### src/rtl/md_ctrl_pkg.sv
// Shared opcode/state constants and opcode-decode helpers for the multiply/divide controller.
package md_ctrl_pkg;

    localparam logic [2:0] MD_MULT  = 3'd0;
    localparam logic [2:0] MD_MULTU = 3'd1;
    localparam logic [2:0] MD_DIV   = 3'd2;
    localparam logic [2:0] MD_DIVU  = 3'd3;
    localparam logic [2:0] MD_MTHI  = 3'd4;
    localparam logic [2:0] MD_MTLO  = 3'd5;

    localparam logic [1:0] MD_IDLE = 2'd0;
    localparam logic [1:0] MD_MUL  = 2'd1;
    localparam logic [1:0] MD_DIV_S = 2'd2;
    localparam logic [1:0] MD_FIX  = 2'd3;

    function automatic logic op_is_signed(input logic [2:0] op);
        return (op == MD_MULT) || (op == MD_DIV);
    endfunction

    function automatic logic op_is_mul(input logic [2:0] op);
        return (op == MD_MULT) || (op == MD_MULTU);
    endfunction

    function automatic logic op_is_div(input logic [2:0] op);
        return (op == MD_DIV) || (op == MD_DIVU);
    endfunction

endpackage

### src/rtl/md_addsub.sv
// Combinational add/subtract with carry out; shared by the multiply and divide iterations.
module md_addsub #(
    parameter int unsigned W = 33
) (
    input  logic [W-1:0] x,
    input  logic [W-1:0] y,
    input  logic         sub,
    output logic [W-1:0] sum_c,
    output logic         carry_c
);

    logic [W:0] full;

    // Subtraction as x + ~y + 1; carry out set means no borrow (x >= y).
    assign full    = {1'b0, x} + {1'b0, (sub ? ~y : y)} + (W+1)'(sub);
    assign sum_c   = full[W-1:0];
    assign carry_c = full[W];

endmodule

### src/rtl/md_ctrl.sv
// Iterative MULT/MULTU/DIV/DIVU controller owning HI/LO; MTHI/MTLO complete in one cycle.
// Optional abort port and behaviour enabled by defining MD_ABORT_EN.
module md_ctrl
    import md_ctrl_pkg::*;
#(
    parameter int unsigned WIDTH = 32
) (
    input  logic             clk,
    input  logic             reset,
`ifdef MD_ABORT_EN
    input  logic             abort,
`endif
    input  logic             start,
    input  logic [2:0]       op,
    input  logic [WIDTH-1:0] a,
    input  logic [WIDTH-1:0] b,
    output logic             busy,
    output logic             done,
    output logic [WIDTH-1:0] hi,
    output logic [WIDTH-1:0] lo
);

    localparam int unsigned CNT_W = $clog2(WIDTH) + 1;
    localparam int unsigned AW    = WIDTH + 1;
    localparam int unsigned PW    = 2 * WIDTH;

    logic [1:0]       state;
    logic [1:0]       state_next;
    logic [CNT_W-1:0] cnt;
    logic [WIDTH-1:0] acc;
    logic [WIDTH-1:0] qreg;
    logic [WIDTH-1:0] opnd;
    logic             neg_p;
    logic             neg_q;
    logic             neg_r;
    logic             dz;
    logic             is_div;
    logic             abort_hit;
    logic             last_step;

    logic [AW-1:0]    add_x;
    logic [AW-1:0]    add_y;
    logic             add_sub;
    logic [AW-1:0]    add_sum;
    logic             add_carry;

    logic             op_signed;
    logic [WIDTH-1:0] a_abs;
    logic [WIDTH-1:0] b_abs;
    logic [PW-1:0]    prod;
    logic [PW-1:0]    prod_fix;
    logic [WIDTH-1:0] quot_fix;
    logic [WIDTH-1:0] rem_fix;

`ifdef MD_ABORT_EN
    assign abort_hit = abort;
`else
    assign abort_hit = 1'b0;
`endif

    // Most negative input maps to unsigned 2^(WIDTH-1) naturally.
    assign op_signed = op_is_signed(op);
    assign a_abs     = (op_signed && a[WIDTH-1]) ? (~a + WIDTH'(1)) : a;
    assign b_abs     = (op_signed && b[WIDTH-1]) ? (~b + WIDTH'(1)) : b;
    assign last_step = (cnt == CNT_W'(WIDTH - 1));

    assign prod      = {acc, qreg};
    assign prod_fix  = neg_p ? (~prod + PW'(1)) : prod;
    assign quot_fix  = neg_q ? (~qreg + WIDTH'(1)) : qreg;
    assign rem_fix   = neg_r ? (~acc + WIDTH'(1)) : acc;

    // Adder operand steering: trial subtract in DIV, conditional add otherwise.
    always_comb begin
        add_x   = {1'b0, acc};
        add_y   = qreg[0] ? {1'b0, opnd} : '0;
        add_sub = 1'b0;
        if (state == MD_DIV_S) begin
            add_x   = {acc, qreg[WIDTH-1]};
            add_y   = {1'b0, opnd};
            add_sub = 1'b1;
        end
    end

    md_addsub #(.W(AW)) u_addsub (
        .x       (add_x),
        .y       (add_y),
        .sub     (add_sub),
        .sum_c   (add_sum),
        .carry_c (add_carry)
    );

    always_ff @(posedge clk) begin
        if (!reset) begin
            state <= MD_IDLE;
        end else begin
            state <= state_next;
        end
    end

    always_comb begin
        state_next = state;
        case (state)
            MD_IDLE: begin
                if (start) begin
                    if (op_is_mul(op)) begin
                        state_next = MD_MUL;
                    end else if (op_is_div(op)) begin
                        state_next = (b == '0) ? MD_FIX : MD_DIV_S;
                    end
                end
            end
            MD_MUL, MD_DIV_S: begin
                if (last_step) begin
                    state_next = MD_FIX;
                end
            end
            default: state_next = MD_IDLE;
        endcase
        if (abort_hit && (state != MD_IDLE)) begin
            state_next = MD_IDLE;
        end
    end

    always_ff @(posedge clk) begin
        if (!reset) begin
            busy <= 1'b0;
            done <= 1'b0;
        end else begin
            busy <= (state_next != MD_IDLE);
            done <= (state == MD_FIX) && !abort_hit;
        end
    end

    // Working registers and HI/LO; results land only on the FIX exit edge.
    always_ff @(posedge clk) begin
        if (!reset) begin
            cnt    <= '0;
            acc    <= '0;
            qreg   <= '0;
            opnd   <= '0;
            neg_p  <= 1'b0;
            neg_q  <= 1'b0;
            neg_r  <= 1'b0;
            dz     <= 1'b0;
            is_div <= 1'b0;
            hi     <= '0;
            lo     <= '0;
        end else begin
            case (state)
                MD_IDLE: begin
                    if (start) begin
                        cnt <= '0;
                        if (op == MD_MTHI) begin
                            hi <= a;
                        end else if (op == MD_MTLO) begin
                            lo <= a;
                        end else if (op_is_mul(op)) begin
                            acc    <= '0;
                            qreg   <= b_abs;
                            opnd   <= a_abs;
                            neg_p  <= op_signed && (a[WIDTH-1] ^ b[WIDTH-1]);
                            neg_q  <= 1'b0;
                            neg_r  <= 1'b0;
                            is_div <= 1'b0;
                            dz     <= 1'b0;
                        end else if (op_is_div(op)) begin
                            acc    <= '0;
                            qreg   <= a_abs;
                            opnd   <= b_abs;
                            neg_p  <= 1'b0;
                            neg_q  <= op_signed && (a[WIDTH-1] ^ b[WIDTH-1]);
                            neg_r  <= op_signed && a[WIDTH-1];
                            is_div <= 1'b1;
                            dz     <= (b == '0);
                        end
                    end
                end
                MD_MUL: begin
                    acc  <= add_sum[WIDTH:1];
                    qreg <= {add_sum[0], qreg[WIDTH-1:1]};
                    cnt  <= cnt + CNT_W'(1);
                end
                MD_DIV_S: begin
                    acc  <= add_carry ? add_sum[WIDTH-1:0] : {acc[WIDTH-2:0], qreg[WIDTH-1]};
                    qreg <= {qreg[WIDTH-2:0], add_carry};
                    cnt  <= cnt + CNT_W'(1);
                end
                default: begin
                    if (!abort_hit && !dz) begin
                        if (is_div) begin
                            hi <= rem_fix;
                            lo <= quot_fix;
                        end else begin
                            {hi, lo} <= prod_fix;
                        end
                    end
                end
            endcase
        end
    end

endmodule

### config.mk
export PLATFORM = sky130hd
export DESIGN_NAME = md_ctrl
export DESIGN_NICKNAME = d
export VERILOG_FILES = /design/src/rtl/md_ctrl_pkg.sv /design/src/rtl/md_addsub.sv /design/src/rtl/md_ctrl.sv
export SDC_FILE = /design/constraint.sdc
export NUM_CORES = 1
export LEC_CHECK = 0
export BUFFER_PORTS_ARGS = -buffer_cell sky130_fd_sc_hd__buf_2
export CAP_MARGIN = 20
export CORE_AREA = 2 2 190 192
export CTS_CLUSTER_SIZE = 24
export DETAILED_ROUTE_END_ITERATION = 7
export DIE_AREA = 0 0 192 194
export PLACE_DENSITY = 0.64
export SLEW_MARGIN = 10
export SYNTH_ARGS = -nofsm -noshare
export SYNTH_HDL_FRONTEND = slang
export SYNTH_SLANG_ARGS = --single-unit
### constraint.sdc
create_clock -name clk -period 3.9 [get_ports clk]
set_input_delay 0.78 -clock clk [delete_from_list [all_inputs] [get_ports clk]]
set_output_delay 0.78 -clock clk [all_outputs]
set_load 0.05 [all_outputs]
==> impl_metrics.yaml, run 1 <==
pwr:
  p_int_w: 0.00329
  seqPwrFrac_pct: 38.2
  clkPwrFrac_pct: 36.1
  p_per_area_mw_per_mm2: 319
  leakage_nw: 6.59
  finalPower_w: 0.00518
  switchingPower_w: 0.00189
  pwr-share-comb_pct: 25.7
  irDropWorstVdd_mv: 0.293
  sw_frac_of_total_pct: 36.5
cts:
  cts_buffers: 17
  ctsHoldBuffers: 0
  clockRootBuffer: "clkbuf_16"
  clock_latency_ps: 460
  cts_buffer_depth: 2
  clk_pin_slew_ps: 80
  cts_sinks: 175
  htree_levels: 4
  cts_tree: "done"
synth:
  synth-edff-count: 0
  syn_nets: 1985
  ys_top_cells_by_count: "nand2_1 (252), dfxtp_1 (175), o21ai_0 (149)"
  ys_types: 75
  yosys.area.top_type: "dfxtp_1"
  postSynthCellCount: 1873
  synth_area_leaders: "dfxtp_1 (25%), nand2_1 (6.8%), xnor2_1 (6.1%)"
  yosysTopAreaCellShare_pct: 25.2
  yosysMostFrequentCell: "nand2_1"
  ys.flop_type: "dfxtp_1"
  synth_seq_area_share_pct: 25.2
  synthArstFlopShare_pct: 0
  yosys_warnings: 0
  syn_area_sq_mm: 0.0139
  ys_ff_latch: 175
  synth.avg_cell_area_sq_um: 7.42
place:
  gp_congestion: 0.987
  place_hpwl_mm: 42.4
  dp_worst_setup_slack_ps: -267
  io_buffers: 135
sta:
  tightest_slew_ps: 1010
  skew_ps: 22.2
  grt_setup_unrepaired: "true"
  fin_hold_ws_ps: 443
  relSlewSlack_pct: 32.8
  min_period_over_period_pct: 98.6
  setup_slack_ps: 56.5
  fin_crit_ps: 3840
  fmaxAchievable_mhz: 260
  hold_viol_final: 0
  slew_viol_final: 0
  tns_ps: 0
  setup_viol: 0
global_routing:
  grt-ovfl-total: 0
  grt_pass1_wl_mm: 80.9
  first_global_vias: 13333
  antenna_found_initial: 0
  grt_usage_pct: 28.4
  grt_max_degree: 85
route:
  wl_mm: 54.4
  wire_per_inst_um: 22.0
  num_vias: 14893
  dr.first_iter.drc_count: 1603
  via_per_inst: 6.01
  drc_errors: 0
  dr.pass1.iters: 8
  ant_nets: 0
setup_path:
  critPathMaxStageDelay_ps: 390
  required_ps: 4210
  worstPathArrival_ps: 4150
  cp_top_family: "compound AO/OA/AOI/OAI gates"
  worst_setup_path_end_kind: "flip-flop"
  path_cells: "inv_2, ha_2, nor2_1, buf_12, mux2_2, ha_1, buf_4, nand4_1, o31ai_1, a31oi_1, o2bb2ai_1, a211o_1, a211o_1, nand2_2, buf_6, mux2i_1, o221ai_1"
  critPathMaxFanout: 31
  crit_path_start_kind: "flip-flop"
  path_class: "flip-flop to flip-flop"
  crit_buf_inv: 4
  critPathSlowestCell: "a211o_1"
  crit_top_cell: "a211o_1"
die:
  initial_utilization_pct: 39.4
  row_count: 69
  core_area_sq_mm: 0.0352
  dieArea_sq_mm: 0.0372
  num_io_pins: 136
  die_h_um: 194
  die_w_um: 192
final_layout:
  drive_gt1_share_pct: 18.8
  fillers: 3591
  finalNetCount: 2113
  syn2layout_area_growth_pct: 17.1
flow_run:
  cap_viol_max_count: 0
hold_path:
  hp-class: "flip-flop to flip-flop"
outcome:
  outcome: "completed"
power groups by stage:
stage	clock, W	combinational (W)	sequential, W
3_5_place_dp	0	0.00130	0.00202
3_3_place_gp	0	0.00129	0.00201
6_report	0.00187	0.00133	0.00198
2_1_floorplan	0	0.000676	0.00217
5_1_grt	0.00194	0.00142	0.00199
4_1_cts	0.00188	0.00131	0.00198
cells by family after synthesis:
group                      after synthesis  share of synthesized area [%]
AOI/OAI and AO/OA                      610                           28.6
adders and majority gates               42                           3.84
xor gates and xnor gates               146                           9.21
and+or+nand+nor                        632                           21.6
muxes                                   82                           6.40
buffers and inverters                  186                           5.06
DFF                                    175                           25.2
path summary, 6_finish.rpt:
path                            cells after the start                 from                   to  slack, ps
worst max-delay path                               17  state[0]$_SDFF_PN0_  acc[8]$_SDFFE_PN0P_         60
worst min-delay path                                2  hi[26]$_SDFFE_PN0P_  hi[26]$_SDFFE_PN0P_        440
worst max register to register                     17  state[0]$_SDFF_PN0_  acc[8]$_SDFFE_PN0P_         60
worst min register to register                      2  hi[26]$_SDFFE_PN0P_  hi[26]$_SDFFE_PN0P_        440
state kept, by name, summed over array words and instances (netlist names):
name and count:
neg_q 1, qreg 32, busy 1, neg_p 1
is_div 1, done 1, dz 1, state 2
acc 32, opnd 32, cnt 6, neg_r 1
hi 32, lo 32
layout by cell type, fill, tap and decap left out, types with 14 or more instances in the layout:
master,count
nand2_1,251
dfxtp_1,174
o21ai_0,146
buf_2,134
a21oi_1,132
nor2_1,129
buf_4,115
xnor2_1,95
o211ai_1,75
a21boi_0,59
mux2_2,54
xor2_1,49
nand3_1,44
inv_1,40
ha_1,38
nor3_1,37
a22oi_1,30
mux2i_1,28
nand2b_1,25
o31ai_1,23
and2_1,18
or3_1,18
nor2b_1,18
clkbuf_16,17
and3_1,16
nor4_1,15
a21o_1,14
or4_1,14
what timing repair did:
action,CTS,global route
pin swaps,0,7
endpoints found under the setup margin,12,31
buffers inserted,0,4
resized for setup,3,17
metrics by stage:
| stage | instance area, sq um | instances | util, % |
|---|---|---|---|
| 3_5_place_dp | 15500 | 2439 | 44.1 |
| 3_3_place_gp | 15500 | 2439 | 44.1 |
| 2_1_floorplan | 13900 | 1873 | - |
| 4_1_cts | 16200 | 2471 | 45.9 |
| 6_report | 16300 | 2476 | 46.2 |
| 5_1_grt | 16300 | 2475 | 46.2 |
routing by layer:
metal	wire [um]	vias up	share of wire, %	global-route usage, %
li1	-	7032	-	-
met1	23700	7032	43	40.1
met2	23400	730	43	41.9
met3	5180	99	9.5	5.25
met4	2220	0	4.1	12.3
met5	0	-	0	0
cell type report:
class / count / area (sq um) / area share [%]
multi-input cells: 1512 / 9780 / 60.1
flip-flops and latches: 175 / 3500 / 21.6
repair buffers: 254 / 1620 / 9.94
well taps: 461 / 577 / 3.55
clock buffers: 18 / 439 / 2.70
clock inverters: 14 / 189 / 1.16
inverters: 41 / 154 / 0.946
diodes: 1 / 2.50 / 0.0154
worst register-to-register path, stage by stage (launching register included):
cell and delay, ps:
dfxtp_1 330, inv_2 100, ha_2 210, nor2_1 70, buf_12 160, mux2_2 280, ha_1 290, buf_4 140
nand4_1 150, o31ai_1 320, a31oi_1 110, o2bb2ai_1 190, a211o_1 390, a211o_1 330, nand2_2 130, buf_6 170
mux2i_1 200, o221ai_1 140
Note: power is estimated with default switching activity, not from simulation.
==> run 2: changes to the inputs <==
- CORE_AREA: 2 2 190 192 -> 2 2 181 201
- DIE_AREA: 0 0 192 194 -> 0 0 183 203
==> run 2 against run 1 <==
Compared with the run above: clock skew down 12 ps; highest routed layer is now met5; via count decreased by 0.60%; flip-flop and latch count unchanged; utilization hardly changed; non-clock buffer count is 5 lower; combinational power is essentially flat; routed wire length grew 3.7%; sequential power barely moved; clock-buffer cell count fell by 1.
==> impl_metrics.yaml, run 2 (synthesized netlist as in run 1, its figures left out) <==
global_routing:
  first_global_vias: 13662
  grt_pass1_wl_mm: 84.1
  grt-ovfl-total: 0
  grt_usage_pct: 29.8
  antenna_found_initial: 2
  grt_max_degree: 109
die:
  initial_utilization_pct: 39.7
  core_area_sq_mm: 0.0350
  die_w_um: 183
  row_count: 72
  die_h_um: 203
  num_io_pins: 136
  dieArea_sq_mm: 0.0371
route:
  drc_errors: 0
  ant_nets: 0
  dr.first_iter.drc_count: 1684
  wl_mm: 56.5
  wire_per_inst_um: 23.0
  dr.pass1.iters: 6
  via_per_inst: 6.04
  num_vias: 14804
sta:
  relSlewSlack_pct: 35.4
  setup_slack_ps: 114
  setup_viol: 0
  fin_crit_ps: 3790
  skew_ps: 9.81
  fmaxAchievable_mhz: 264
  hold_viol_final: 0
  tightest_slew_ps: 965
  grt_setup_unrepaired: "false"
  slew_viol_final: 0
  min_period_over_period_pct: 97.1
cts:
  htree_levels: 4
  cts_sinks: 175
  cts_buffer_depth: 2
  clock_latency_ps: 450
  cts_tree: "done"
  clk_pin_slew_ps: 70
  cts_buffers: 17
  clockRootBuffer: "clkbuf_16"
setup_path:
  crit_path_start_kind: "flip-flop"
  path_class: "flip-flop to flip-flop"
  critPathMaxStageDelay_ps: 750
  worstPathArrival_ps: 4150
  worst_setup_path_end_kind: "flip-flop"
  critPathSlowestCell: "nor2_1"
  required_ps: 4270
  path_cells: "inv_2, ha_4, buf_4, buf_12, buf_4, nand2_1, o21ai_0, ha_1, a21o_1, a211oi_1, nor2_1, o21ai_0, a311o_1, a21boi_0"
  critPathMaxFanout: 20
pwr:
  p_int_w: 0.00311
  clkPwrFrac_pct: 33.0
  sw_frac_of_total_pct: 37.3
  seqPwrFrac_pct: 39.9
  leakage_nw: 6.50
  switchingPower_w: 0.00185
  p_per_area_mw_per_mm2: 308
  pwr-share-comb_pct: 27.1
  irDropWorstVdd_mv: 0.219
place:
  place_hpwl_mm: 44.8
  gp_congestion: 0.969
  dp_worst_setup_slack_ps: -101
  io_buffers: 135
final_layout:
  layout_commonest_cell: "nand2_1"
  finalNetCount: 2108
  antenna_cells: 0
  drive_gt1_share_pct: 18.8
  syn2layout_area_growth_pct: 16.2
  fillers: 3560
  fin_util_pct: 46.2
  final_cell_mix: "nand2_1 (251), dfxtp_1 (174), o21ai_0 (148), a21oi_1 (134), buf_2 (134)"
outcome:
  outcome: "completed"
flow_run:
  cap_viol_max_count: 0
hold_path:
  hp-class: "flip-flop to flip-flop"
## run 2: final timing paths
path	start	end	slack, ps	cells past startpoint
worst max register to register	state[0]$_SDFF_PN0_	qreg[0]$_SDFFE_PN0P_	110	14
worst min register to register	hi[26]$_SDFFE_PN0P_	hi[26]$_SDFFE_PN0P_	440	2
worst min-delay path	hi[26]$_SDFFE_PN0P_	hi[26]$_SDFFE_PN0P_	440	2
worst max-delay path	state[0]$_SDFF_PN0_	qreg[0]$_SDFFE_PN0P_	110	14
## run 2: metal layers
metal	track usage, %	share of wire (%)	up-vias
met2	45.6	44	724
met1	39.3	42	6929
li1	-	-	7005
met3	4.90	7.9	144
met5	0	0.023	-
met4	17.9	6.5	2
## run 2: area by class of cell
type | count | area (sq um) | area share [%]
tap | 444 | 556 | 3.44
clock buffer | 17 | 425 | 2.64
timing repair buffer | 249 | 1590 | 9.83
multi-input combinational | 1512 | 9800 | 60.7
inverter | 41 | 154 | 0.953
sequential | 175 | 3500 | 21.7
clock inverter | 14 | 110 | 0.682
## run 2: repair_timing
item | CTS | global route
endpoints found under the hold margin | 0 | 0
setup buffers | 0 | 3
pin swaps | 0 | 7
hold buffers | 0 | 0
setup endpoints to repair | 7 | 33
gates resized for setup | 2 | 22
## run 2: critical path, delay by kind of cell, from the launching register on
family                     cells  cell delay [ps]
adders and majority gates      2              580
DFF                            1              360
buffers and inverters          4              570
and+or+nand+nor                2              840
AOI/OAI and AO/OA              6             1330
## run 2: power by group through the flow
stage               Sequential, W  Combinational (W)  Clock, W
finish                    0.00198            0.00134   0.00164
global route              0.00199            0.00143   0.00173
CTS                       0.00198            0.00132   0.00165
detailed placement        0.00202            0.00131         0
global placement          0.00201            0.00131         0
floorplan                 0.00217           0.000676         0
## run 2: through the flow
stage | area [sq um] | TNS, ps | hold WS [ps] | power (W) | cells
after global routing | 16100 | 0 | 460 | 0.00515 | 2452
final | 16100 | 0 | 443 | 0.00496 | 2452
after floorplan | 13900 | 0 | 439 | 0.00285 | 1873
after global placement | 15500 | -52.8 | 421 | 0.00332 | 2418
after CTS | 16000 | 0 | 442 | 0.00494 | 2449
after detailed placement | 15500 | -237 | 430 | 0.00333 | 2418
==> run 3: changes to the inputs <==
- CORE_AREA: 2 2 181 201 -> 2 2 186 206
- DIE_AREA: 0 0 183 203 -> 0 0 188 208
- PLACE_DENSITY: 0.64 -> 0.62
==> run 3 against run 2 <==
Compared with the run above: non-clock buffer count is 17 lower; combinational power hardly changed; via count is 0.30% lower; worst hold slack worse by 4.7 ps; total power is 2.6% higher; worst setup slack better by 67 ps; critical path type unchanged; critical endpoint is now acc[0]$_SDFFE_PN0P_.
==> impl_metrics.yaml, run 3 (synthesized netlist as in run 1, its figures left out) <==
route:
  num_vias: 14760
  drc_errors: 0
  via_per_inst: 5.94
  dr.pass1.iters: 5
  ant_nets: 0
  dr.first_iter.drc_count: 1462
  wire_per_inst_um: 22.8
  wl_mm: 56.6
global_routing:
  grt_usage_pct: 28.0
  grt_max_degree: 45
  grt_pass1_wl_mm: 84.3
  grt-ovfl-total: 0
  first_global_vias: 13581
  antenna_found_initial: 1
setup_path:
  critPathMaxFanout: 31
  required_ps: 4210
  crit_path_start_kind: "flip-flop"
  worst_setup_path_end_kind: "flip-flop"
  path_class: "flip-flop to flip-flop"
  r2r_cells: 17
  worstPathArrival_ps: 4030
sta:
  relSlewSlack_pct: 42.9
  tightest_slew_ps: 855
  setup_viol: 0
  setup_slack_ps: 181
  skew_ps: 11.5
  fin_crit_ps: 3720
  fmaxAchievable_mhz: 269
  grt_setup_unrepaired: "false"
  tns_ps: 0
  min_period_over_period_pct: 95.4
  hold_viol_final: 0
  slew_viol_final: 0
die:
  row_count: 74
  initial_utilization_pct: 37.6
  die_h_um: 208
  num_io_pins: 136
  die_w_um: 188
  dieArea_sq_mm: 0.0391
  core_area_sq_mm: 0.0369
cts:
  cts_tree: "done"
  htree_levels: 4
  cts_buffer_depth: 2
  clockRootBuffer: "clkbuf_16"
  post_cts_buffers: 0
  clock_latency_ps: 450
  clk_pin_slew_ps: 70
  cts_sinks: 175
  ctsHoldBuffers: 0
  cts_resized: 0
  cts_buffers: 17
pwr:
  irDropWorstVdd_mv: 0.197
  switchingPower_w: 0.00183
  finalPower_w: 0.00509
  leakage_nw: 6.45
  p_per_area_mw_per_mm2: 317
  seqPwrFrac_pct: 38.9
  p_int_w: 0.00327
  clkPwrFrac_pct: 35.0
  sw_frac_of_total_pct: 35.9
  pwr-share-comb_pct: 26.1
hold_path:
  min_path_cells: 2
  hp-class: "flip-flop to flip-flop"
final_layout:
  drive_gt1_share_pct: 17.9
  final_cell_mix: "nand2_1 (252), dfxtp_1 (174), o21ai_0 (148), buf_2 (134), a21oi_1 (132)"
  syn2layout_area_growth_pct: 15.9
  finalNetCount: 2091
  layout_commonest_cell: "nand2_1"
  antenna_cells: 0
place:
  io_buffers: 135
  dp_worst_setup_slack_ps: 81.2
  gp_congestion: 0.970
  place_hpwl_mm: 45.1
flow_run:
  cap_viol_max_count: 0
outcome:
  outcome: "completed"
## run 3: cell count changes in the layout (fill, tap and decap cells not counted), sizes merged
cell and delta:
buf -17, bufinv +2, clkbuf +4, clkinvlp -1, inv -4
## run 3: metal layers
| metal | routed length, um | track usage (%) | share of wire, % |
|---|---|---|---|
| met3 | 3530 | 3.48 | 6.2 |
| met2 | 25500 | 44.2 | 45 |
| met1 | 24400 | 37.0 | 43 |
| met4 | 3170 | 15.7 | 5.6 |
| met5 | 12 | 0 | 0.021 |
## run 3: area by class of cell
| class | instances | area (sq um) |
|---|---|---|
| repair buffers | 232 | 1460 |
| flip-flops and latches | 175 | 3500 |
| inverters | 41 | 154 |
| clock buffers | 21 | 460 |
| well taps | 494 | 618 |
| fillers | 3785 | 20800 |
| multi-input cells | 1512 | 9770 |
| clock inverters | 11 | 133 |
## run 3: power by group through the flow
stage / Clock (W) / Sequential (W) / Combinational, W
after floorplan: 0 / 0.00217 / 0.000676
after global placement: 0 / 0.00202 / 0.00130
after detailed placement: 0 / 0.00202 / 0.00130
after CTS: 0.00179 / 0.00198 / 0.00131
after global routing: 0.00187 / 0.00200 / 0.00141
final: 0.00178 / 0.00198 / 0.00133
## run 3: critical path: stages, from the launching register on
cell       delay (ps)
dfxtp_1           320
inv_2             100
ha_2              220
nor2_1             80
buf_12            160
mux2_2            270
ha_1              300
buf_4             140
nand4_1           140
o31ai_2           210
a31oi_1           100
o2bb2ai_2         170
a211o_1           380
a211o_1           340
nand2_1           140
buf_12            170
mux2i_1           230
o221ai_1          120
## run 3: worst paths after layout
check                       from                  end  slack, ps
max reg2reg  state[0]$_SDFF_PN0_  acc[0]$_SDFFE_PN0P_        180
min reg2reg  hi[26]$_SDFFE_PN0P_  hi[26]$_SDFFE_PN0P_        440
min          hi[26]$_SDFFE_PN0P_  hi[26]$_SDFFE_PN0P_        440
max          state[0]$_SDFF_PN0_  acc[0]$_SDFFE_PN0P_        180
## run 3: through the flow
stage / util (%) / std cells / area (sq um) / hold slack [ps]
final: 43.6 / 2486 / 16100 / 438
after global routing: 43.6 / 2486 / 16100 / 465
after CTS: 43.4 / 2486 / 16000 / 442
after detailed placement: 41.8 / 2454 / 15400 / 433
after global placement: 41.8 / 2454 / 15400 / 423
after floorplan: - / 1873 / 13900 / 439
